## src/rtl/m_dmem_arbiter_pkg.sv

```systemverilog
// Shared definitions for the data-memory arbiter: FSM encodings, read-tag bit indices
// and default address/data widths.
package m_dmem_arbiter_pkg;

   localparam logic [0:0] ST_ARB   = 1'b0;
   localparam logic [0:0] ST_FORCE = 1'b1;

   localparam int TAG_P = 1;
   localparam int TAG_H = 0;

   localparam int DEF_AW = 12;
   localparam int DEF_DW = 32;

endpackage

```

## src/rtl/m_dmem_arbiter_sat_counter.sv

```systemverilog
// Saturating up-counter with synchronous clear. Clear wins over increment and
// the count sticks at MAX.
module m_sat_counter #(
   parameter int           W   = 8,
   parameter logic [W-1:0] MAX = '1
) (
   input  logic         clk,
   input  logic         rst_n,
   input  logic         inc,
   input  logic         clr,
   output logic [W-1:0] cnt
);

   // NOTE: sequential state is updated with <= so every flop samples pre-edge values.
   always_ff @(posedge clk or negedge rst_n) begin
      if (!rst_n) begin
         cnt <= '0;
      end else if (clr) begin
         cnt <= '0;
      end else if (inc && (cnt != MAX)) begin
         cnt <= cnt + 1'b1;
      end
   end

endmodule

```

## src/rtl/m_dmem_arbiter.sv

```systemverilog
// Arbitrates one single-port synchronous data RAM between the pipeline MEM stage (P) and a
// host port (H). Define DMEM_ARB_STARVE_EN to bound H starvation with a forced grant.
module m_dmem_arbiter
   import m_dmem_arbiter_pkg::*;
#(
   parameter int AW           = DEF_AW,
   parameter int DW           = DEF_DW,
   parameter int STARVE_LIMIT = 8,
   parameter int CW           = 16
) (
   input  logic          clk,
   input  logic          rst_n,
   input  logic          p_valid,
   input  logic          p_we,
   input  logic [AW-1:0] p_addr,
   input  logic [DW-1:0] p_wdata,
   output logic          p_stall,
   output logic          p_rvalid,
   output logic [DW-1:0] p_rdata,
   input  logic          h_valid,
   output logic          h_ready,
   input  logic          h_we,
   input  logic [AW-1:0] h_addr,
   input  logic [DW-1:0] h_wdata,
   output logic          h_rvalid,
   output logic [DW-1:0] h_rdata,
   output logic [AW-1:0] m_addr,
   output logic          m_we,
   output logic [DW-1:0] m_din,
   input  logic [DW-1:0] m_dout,
   output logic [CW-1:0] conflict_cnt
);

   logic [0:0] state;
   logic       force_h;
   logic       grant_p;
   logic       grant_h;
   logic [1:0] rd_tag;

   // Grants are gated by rst_n so nothing reaches the RAM while reset is held.
   assign force_h = (state == ST_FORCE);
   assign grant_p = rst_n && p_valid && !force_h;
   assign grant_h = rst_n && h_valid && !grant_p;
   assign p_stall = rst_n && p_valid && !grant_p;
   assign h_ready = grant_h;

   // NOTE: every always_comb output gets a default first so no latch is inferred.
   always_comb begin
      m_addr = '0;
      m_we   = 1'b0;
      m_din  = '0;
      if (grant_p) begin
         m_addr = p_addr;
         m_we   = p_we;
         m_din  = p_wdata;
      end else if (grant_h) begin
         m_addr = h_addr;
         m_we   = h_we;
         m_din  = h_wdata;
      end
   end

   always_ff @(posedge clk or negedge rst_n) begin
      if (!rst_n) begin
         rd_tag <= 2'b00;
      end else begin
         rd_tag[TAG_P] <= grant_p && !p_we;
         rd_tag[TAG_H] <= grant_h && !h_we;
      end
   end

   assign p_rvalid = rd_tag[TAG_P];
   assign h_rvalid = rd_tag[TAG_H];
   assign p_rdata  = m_dout;
   assign h_rdata  = m_dout;

   m_sat_counter #(
      .W   (CW),
      .MAX ({CW{1'b1}})
   ) u_conflict_cnt (
      .clk   (clk),
      .rst_n (rst_n),
      .inc   (p_valid && h_valid),
      .clr   (1'b0),
      .cnt   (conflict_cnt)
   );

`ifdef DMEM_ARB_STARVE_EN
   localparam logic [7:0] WAIT_MAX = 8'(STARVE_LIMIT - 1);

   logic [7:0] wait_cnt;

   m_sat_counter #(
      .W   (8),
      .MAX (WAIT_MAX)
   ) u_wait_cnt (
      .clk   (clk),
      .rst_n (rst_n),
      .inc   (h_valid && !h_ready),
      .clr   (h_ready || !h_valid),
      .cnt   (wait_cnt)
   );

   // FORCE lasts exactly one cycle; if H has withdrawn, that cycle is simply idle.
   always_ff @(posedge clk or negedge rst_n) begin
      if (!rst_n) begin
         state <= ST_ARB;
      end else if (state == ST_FORCE) begin
         state <= ST_ARB;
      end else if (h_valid && !grant_h && (wait_cnt == WAIT_MAX)) begin
         state <= ST_FORCE;
      end
   end
`else
   assign state = ST_ARB;
`endif

endmodule
```

## config.mk

```make
export PLATFORM = sky130hd
export DESIGN_NAME = m_dmem_arbiter
export DESIGN_NICKNAME = d
export VERILOG_FILES = /design/src/rtl/m_dmem_arbiter_pkg.sv /design/src/rtl/m_dmem_arbiter_sat_counter.sv /design/src/rtl/m_dmem_arbiter.sv
export SDC_FILE = /design/constraint.sdc
export NUM_CORES = 1
export LEC_CHECK = 0
export ABC_AREA = 0
export BUFFER_PORTS_ARGS = -buffer_cell sky130_fd_sc_hd__buf_2
export CAP_MARGIN = 20
export CORE_AREA = 2 2 100 102
export CTS_BUF_LIST = sky130_fd_sc_hd__clkbuf_16
export DETAILED_ROUTE_END_ITERATION = 7
export DIE_AREA = 0 0 102 104
export PLACE_DENSITY_LB_ADDON = 0.05
export SYNTH_ARGS = -nofsm -noshare
export SYNTH_HDL_FRONTEND = slang
export SYNTH_SLANG_ARGS = --single-unit
```

## constraint.sdc

```tcl
create_clock -name clk -period 1.4 [get_ports clk]
set_input_delay 0.28 -clock clk [delete_from_list [all_inputs] [get_ports clk]]
set_output_delay 0.28 -clock clk [all_outputs]
set_load 0.01 [all_outputs]
```

==> results of run 1 <==
==> placed cells by master (no fill, tap or decap), drive strengths merged, types with 2 or more instances in the layout <==
cell type | synthesis | routed
a22o | 45 | 45
and2 | 2 | 2
and3 | 2 | 2
buf | 66 | 197
clkbuf | 9 | 6
dfrtp | 18 | 18
mux2 | 2 | 2
nand2 | 9 | 9
nand3 | 4 | 4
nand4 | 9 | 9
nor2 | 3 | 3
nor3 | 3 | 3
nor4 | 2 | 2
xnor2 | 10 | 10
xor2 | 4 | 4
==> repair_timing <==
action                                  CTS  global route
endpoints found under the setup margin   61            61
pin swaps                                28            15
gates resized for setup                  23            12
setup buffers                             4             5
gates cloned                              4             5
==> final cells by class <==
cell class / instances / area share
multi-input cells: 101 / 0.300
flip-flops and latches: 18 / 0.157
repair buffers: 200 / 0.458
well taps: 133 / 0.0577
diodes: 1 / 0.000867
clock buffers: 3 / 0.0260
==> synth_stat cells <==
master     n  area (um2)
ha_1       1        12.5
nand2_1    9        33.8
xor2_1     4        35.0
and4_1     1        8.76
buf_6      1        11.3
clkbuf_1   9        33.8
conb_1     1        3.75
xnor2_1   10        87.6
a22o_1    45         394
nor3_1     3        15.0
nor2b_1    1        6.26
and3_1     2        12.5
nor4_1     2        12.5
nand4_1    9        56.3
buf_4     65         488
dfrtp_1   18         450
nor2_1     3        11.3
o41a_1     1        11.3
and2_1     2        12.5
nor4bb_1   1        10.0
nand3_1    4        20.0
mux2_2     2        22.5
==> state kept, by name, summed over array words and instances (netlist names) <==
register            cells
rd_tag                  2
u_conflict_cnt.cnt     16
==> worst max-delay path, delay by kind of cell, from the launching register on <==
| family | cells | cell delay, ns |
|---|---|---|
| AOI/OAI and AO/OA | 1 | 0.43 |
| xor gates and xnor gates | 1 | 0.12 |
| DFF | 1 | 0.35 |
| buffers and inverters | 1 | 0.18 |
| adders and majority gates | 1 | 0.18 |
| and+or+nand+nor | 2 | 0.22 |
==> where the power goes <==
| part | internal, mW | switching (mW) | leakage (nW) |
|---|---|---|---|
| clock | 0.376 | 0.199 | 0.0370 |
| combinational | 0.585 | 0.495 | 1.31 |
| sequential | 0.608 | 0.0680 | 0.237 |
==> worst min-delay path by stage <==
stage	from	endpoint	slack [ns]	depth (start not counted)
2_1_floorplan	rst_n	rd_tag[0]	-0.02	0
3_3_place_gp	rst_n	u_conflict_cnt.cnt[9]	0.34	2
3_5_place_dp	rst_n	u_conflict_cnt.cnt[9]	0.34	2
4_1_cts	rst_n	u_conflict_cnt.cnt[9]	0.02	2
5_1_grt	rst_n	u_conflict_cnt.cnt[10]	0.03	2
6_report	rst_n	u_conflict_cnt.cnt[10]	0.006	2
==> routing by layer <==
layer / vias to the layer above / part of all wire / global-route usage / routed length (um)
li1: 908 / - / - / -
met1: 916 / 0.42 / 0.202 / 3940
met2: 142 / 0.45 / 0.245 / 4270
met3: 15 / 0.12 / 0.0927 / 1080
met4: 4 / 0.0091 / 0.0333 / 86
met5: - / 0.0029 / 0 / 27
==> cell families (layout without fill, tap and decap cells) <==
family,count (synthesis),count (layout)
other cells,1,2
buf+inv,75,203
simple gates,37,37
compound gates,46,46
fa+ha+maj,1,1
mux,2,2
flops,18,18
xor+xnor,14,14
==> stage by stage <==
step | hold WS (ns) | cells | setup TNS [ns]
floorplan | -0.0156 | 194 | -1.49
finish | 0.00614 | 456 | -4.07
global route | 0.0268 | 455 | -6.94
global placement | 0.343 | 435 | -4.30
CTS | 0.0205 | 446 | -5.32
detailed placement | 0.338 | 435 | -4.18
==> impl_metrics.ini, run 1 <==
[critical_path]
worst_path_max_delay_cell = o41a_1
r2r_slack_ns = -0.15
crit_end = u_conflict_cnt.cnt[9]
end_kind = flip-flop
r2r-end = u_conflict_cnt.cnt[9]
cp-startpoint = u_conflict_cnt.cnt[1]
crit_type = flip-flop to flip-flop
crit_path_frequent_cell = nand4_1
reg2reg_from = u_conflict_cnt.cnt[1]
r2r_cells = 6
critPathRequiredTime_ns = 1.57
worstPathMaxFanout = 6
start_kind = flip-flop
cp_cell_sequence = ha_2, nand4_1, o41a_1, buf_6, nand4_1, xnor2_1
cp.arrival_ns = 1.72
critPathMaxStageDelay_ns = 0.43

[detailed_routing]
drcViolationCount = 0
via_per_inst = 4.35
wl_um = 9400
postRouteAntennaNets = 0
wl_per_cell_um = 20.6
drtIter0Drc = 63
drt-pass1-iter-count = 4
num_vias = 1985

[logic_synthesis]
synth_compound_area_frac = 0.232
synth_top_family_by_area = buffers and inverters
yosysSeqAreaShare = 0.258
synth_mux_area_frac = 0.0129
netlist_instances = 194
synth.distinct_cells = 22
synth-xor-area-share = 0.0701
yosysWarnings = 0
synth_seq_cells = 18
synthSimpleGateAreaFrac = 0.114
avgSynthCellArea_um2 = 9.02
synth_area_um2 = 1750
synthesis.nets = 321
synth_fa_ha_area_frac = 0.00715

[placed_design]
pre_cts_ws_ns = -0.184
postPlaceCellArea_um2 = 2420
io_buffers = 157
place_hpwl_um = 6560
gp_congestion = 0.719

[sta]
rsz0062_at_grt = yes
setup_viol = 60
skew_ns = 0.00165
fin_crit_sh = 1.11
finalMaxSlewViolations = 0
fmax_mhz = 644
finalHoldViolCount = 0
timing.final.crit_period_ns = 1.55
layout_setup_ws_ns = -0.152

[global_route]
grt_pass1_vias = 2097
grt_max_degree = 24
grt_usage = 0.162
grt_antenna_before_repair = 2
grt_pass1_wl_um = 12800
overflow = 0

[layout]
multi_input_area_um2 = 866
syn2layout_area_growth_pct = 65.0
fillCellCount = 1057
post-route-util = 0.302
fin_nets = 451
regArea_um2 = 453
final_cell_area_um2 = 2890
drive_gt1_frac = 0.686

[clocking]
clock_sinks = 18
numCtsBuffers = 3
cts_tree = built
clk_path_buf_depth = 2
cts.htree.levels = 1
hold_buffers = 0
path_clk_slew_ns = 0.05
root_buffer = clkbuf_16
clock_latency_ns = 0.25

[floorplan]
die_w_um = 102
die_area_um2 = 10600
die_y_um = 104
start_util = 0.183
core_area_um2 = 9550
rows = 36
io_pins = 255

[hold_path]
hold_class = primary input to asynchronous set/reset pin

[pwr]
vdd.ir_drop.worst_mv = 0.483
power_per_cell_area_nw_per_um2 = 808
power_mw = 2.33
leakagePower_nw = 1.59

[outcome]
status = complete, but fails checks
violations = setup timing

[job]
cap_violations = 0
Note: power is estimated with default switching activity, not from simulation.
==> run 2, diff against run 1 <==
--- a/config.mk
+++ b/config.mk
@@ -8,10 +8,12 @@
 export ABC_AREA = 0
 export BUFFER_PORTS_ARGS = -buffer_cell sky130_fd_sc_hd__buf_2
 export CAP_MARGIN = 20
-export CORE_AREA = 2 2 100 102
+export CELL_PAD_IN_SITES_DETAIL_PLACEMENT = 1
+export CELL_PAD_IN_SITES_GLOBAL_PLACEMENT = 1
+export CORE_AREA = 2 2 124 96
 export CTS_BUF_LIST = sky130_fd_sc_hd__clkbuf_16
 export DETAILED_ROUTE_END_ITERATION = 7
-export DIE_AREA = 0 0 102 104
+export DIE_AREA = 0 0 126 98
 export PLACE_DENSITY_LB_ADDON = 0.05
 export SYNTH_ARGS = -nofsm -noshare
 export SYNTH_HDL_FRONTEND = slang
==> impl_metrics.ini, run 2 (synthesized netlist as in run 1, its figures left out) <==
[detailed_routing]
drt-pass1-iter-count = 4
num_vias = 2001
postRouteAntennaNets = 0
wl_per_cell_um = 18.3
wl_um = 8830
via_per_inst = 4.15
drcViolationCount = 0
drtIter0Drc = 38

[critical_path]
crit_path_frequent_cell = nand4_1
critPathRequiredTime_ns = 1.58
critPathMaxStageDelay_ns = 0.51
crit_type = flip-flop to flip-flop
worst_path_max_delay_cell = o41a_1
reg2reg_from = u_conflict_cnt.cnt[1]
end_kind = flip-flop
r2r-end = u_conflict_cnt.cnt[7]
cp.arrival_ns = 1.83
cp_cell_sequence = ha_4, nand4_1, o41a_1, buf_4, nand4_1, xnor2_1
crit_end = u_conflict_cnt.cnt[7]
r2r_cells = 6
start_kind = flip-flop
worstPathMaxFanout = 7
cp-startpoint = u_conflict_cnt.cnt[1]
r2r_slack_ns = -0.25

[floorplan]
die_area_um2 = 12300
io_pins = 255
start_util = 0.156
die_y_um = 98
rows = 34
die_w_um = 126
core_area_um2 = 11200

[layout]
regArea_um2 = 453
top_register = u_conflict_cnt.cnt
syn2layout_area_growth_pct = 82.8
drive_gt1_frac = 0.689
top_regs = u_conflict_cnt.cnt (16), rd_tag (2)
fillCellCount = 1315
final_common_cell = buf_2
fin_nets = 466
multi_input_area_um2 = 861
fin_cells = 482
layout_common_cells = 149 x buf_2, 45 x a22o_1, 29 x buf_4, 16 x dfrtp_1, 14 x buf_12
largest_reg_flops = 16
n_antenna_cell = 0

[global_route]
grtUsageMet3 = 0.0181
grt_util_met1 = 0.180
globalRouteMet2Util = 0.219
grt_pass1_wl_um = 12900
overflow = 0
grt_max_degree = 17
top_usage_layer = met2
grt_pass1_vias = 2066
grt_antenna_before_repair = 0
grt_usage = 0.133

[sta]
finalMaxSlewViolations = 0
fin_hold_ws_ns = -0.0128
setup_tns_ns = -8.95
skew_ns = 0.00232
fin_crit_sh = 1.18
setup_viol = 61
timing.final.crit_period_ns = 1.65
finalHoldViolCount = 16
layout_setup_ws_ns = -0.254
fmax_mhz = 605
rsz0062_at_grt = yes

[hold_path]
hold_class = primary input to asynchronous set/reset pin

[placed_design]
pre_cts_ws_ns = -0.202
gp_congestion = 0.698
place_hpwl_um = 6500
dp.cells = 453
io_buffers = 157

[job]
cap_violations = 0

[clocking]
clk_path_buf_depth = 2
cts.htree.levels = 1
path_clk_slew_ns = 0.06
cts_tree = built
clock_sinks = 18
numCtsBuffers = 3
root_buffer = clkbuf_16
clock_latency_ns = 0.25

[pwr]
vdd.ir_drop.worst_mv = 0.467
power_per_cell_area_nw_per_um2 = 770
leakagePower_nw = 1.72

[outcome]
violations = hold timing, setup timing
status = complete, but fails checks
==> run 2: cell count changes in the layout (fill, tap and decap cells not counted), moves of 2 or more <==
cell / change
clkbuf_16: -2
buf_12: +11
buf_8: +2
buf_2: -2
buf_16: +3
==> run 2: worst min path at each step <==
| stage | from | to | slack, ns | cells past startpoint |
|---|---|---|---|---|
| final | rst_n | u_conflict_cnt.cnt[4] | -0.01 | 2 |
| after CTS | rst_n | u_conflict_cnt.cnt[4] | 0.004 | 2 |
| after detailed placement | rst_n | rd_tag[1] | 0.24 | 2 |
| after global routing | rst_n | u_conflict_cnt.cnt[4] | 0.009 | 2 |
| after global placement | rst_n | rd_tag[0] | 0.24 | 2 |
| after floorplan | rst_n | rd_tag[0] | -0.02 | 0 |
==> run 2: critical path, delay by kind of cell, from the launching register on <==
family	cells	cell delay, ns
fa+ha+maj	1	0.15
flops	1	0.38
xor+xnor	1	0.12
buf+inv	1	0.20
simple gates	2	0.21
compound gates	1	0.51
==> run 2: cell type report <==
cell class	count	share of cell area
Clock inverter	1	0.00117
Sequential cell	18	0.142
Clock buffer	3	0.0235
Tap cell	144	0.0564
Multi-Input combinational cell	101	0.269
Timing Repair Buffer	215	0.508
==> run 2: metal layers <==
metal / routed length [um] / part of all wire
met4: 228 / 0.026
met2: 4240 / 0.48
met3: 475 / 0.054
met5: 0 / 0
met1: 3880 / 0.44
==> run 2: repair_timing <==
item / 4_1_cts / 5_1_grt
endpoints found under the setup margin: 61 / 61
hold endpoints to repair: 2 / 0
cloned: 13 / 1
hold buffers: 1 / 0
buffers inserted: 11 / 7
resized for setup: 38 / 11
pin swaps: 19 / 22
==> run 2: stage by stage <==
| stage | util | instance area [um2] | power (mW) |
|---|---|---|---|
| 3_5_place_dp | 0.222 | 2500 | 1.62 |
| 4_1_cts | 0.287 | 3230 | 2.46 |
| 2_1_floorplan | - | 1780 | 1.24 |
| 5_1_grt | 0.285 | 3200 | 2.62 |
| 6_report | 0.285 | 3200 | 2.46 |
| 3_3_place_gp | 0.222 | 2500 | 1.64 |
==> run 2: power by group <==
| part | leakage [nW] | switching [mW] | total, mW | internal [mW] |
|---|---|---|---|---|
| sequential | 0.237 | 0.0908 | 0.699 | 0.608 |
| clock | 0.0385 | 0.226 | 0.607 | 0.381 |
| combinational | 1.45 | 0.488 | 1.16 | 0.669 |
| total | 1.72 | 0.804 | 2.46 | 1.66 |
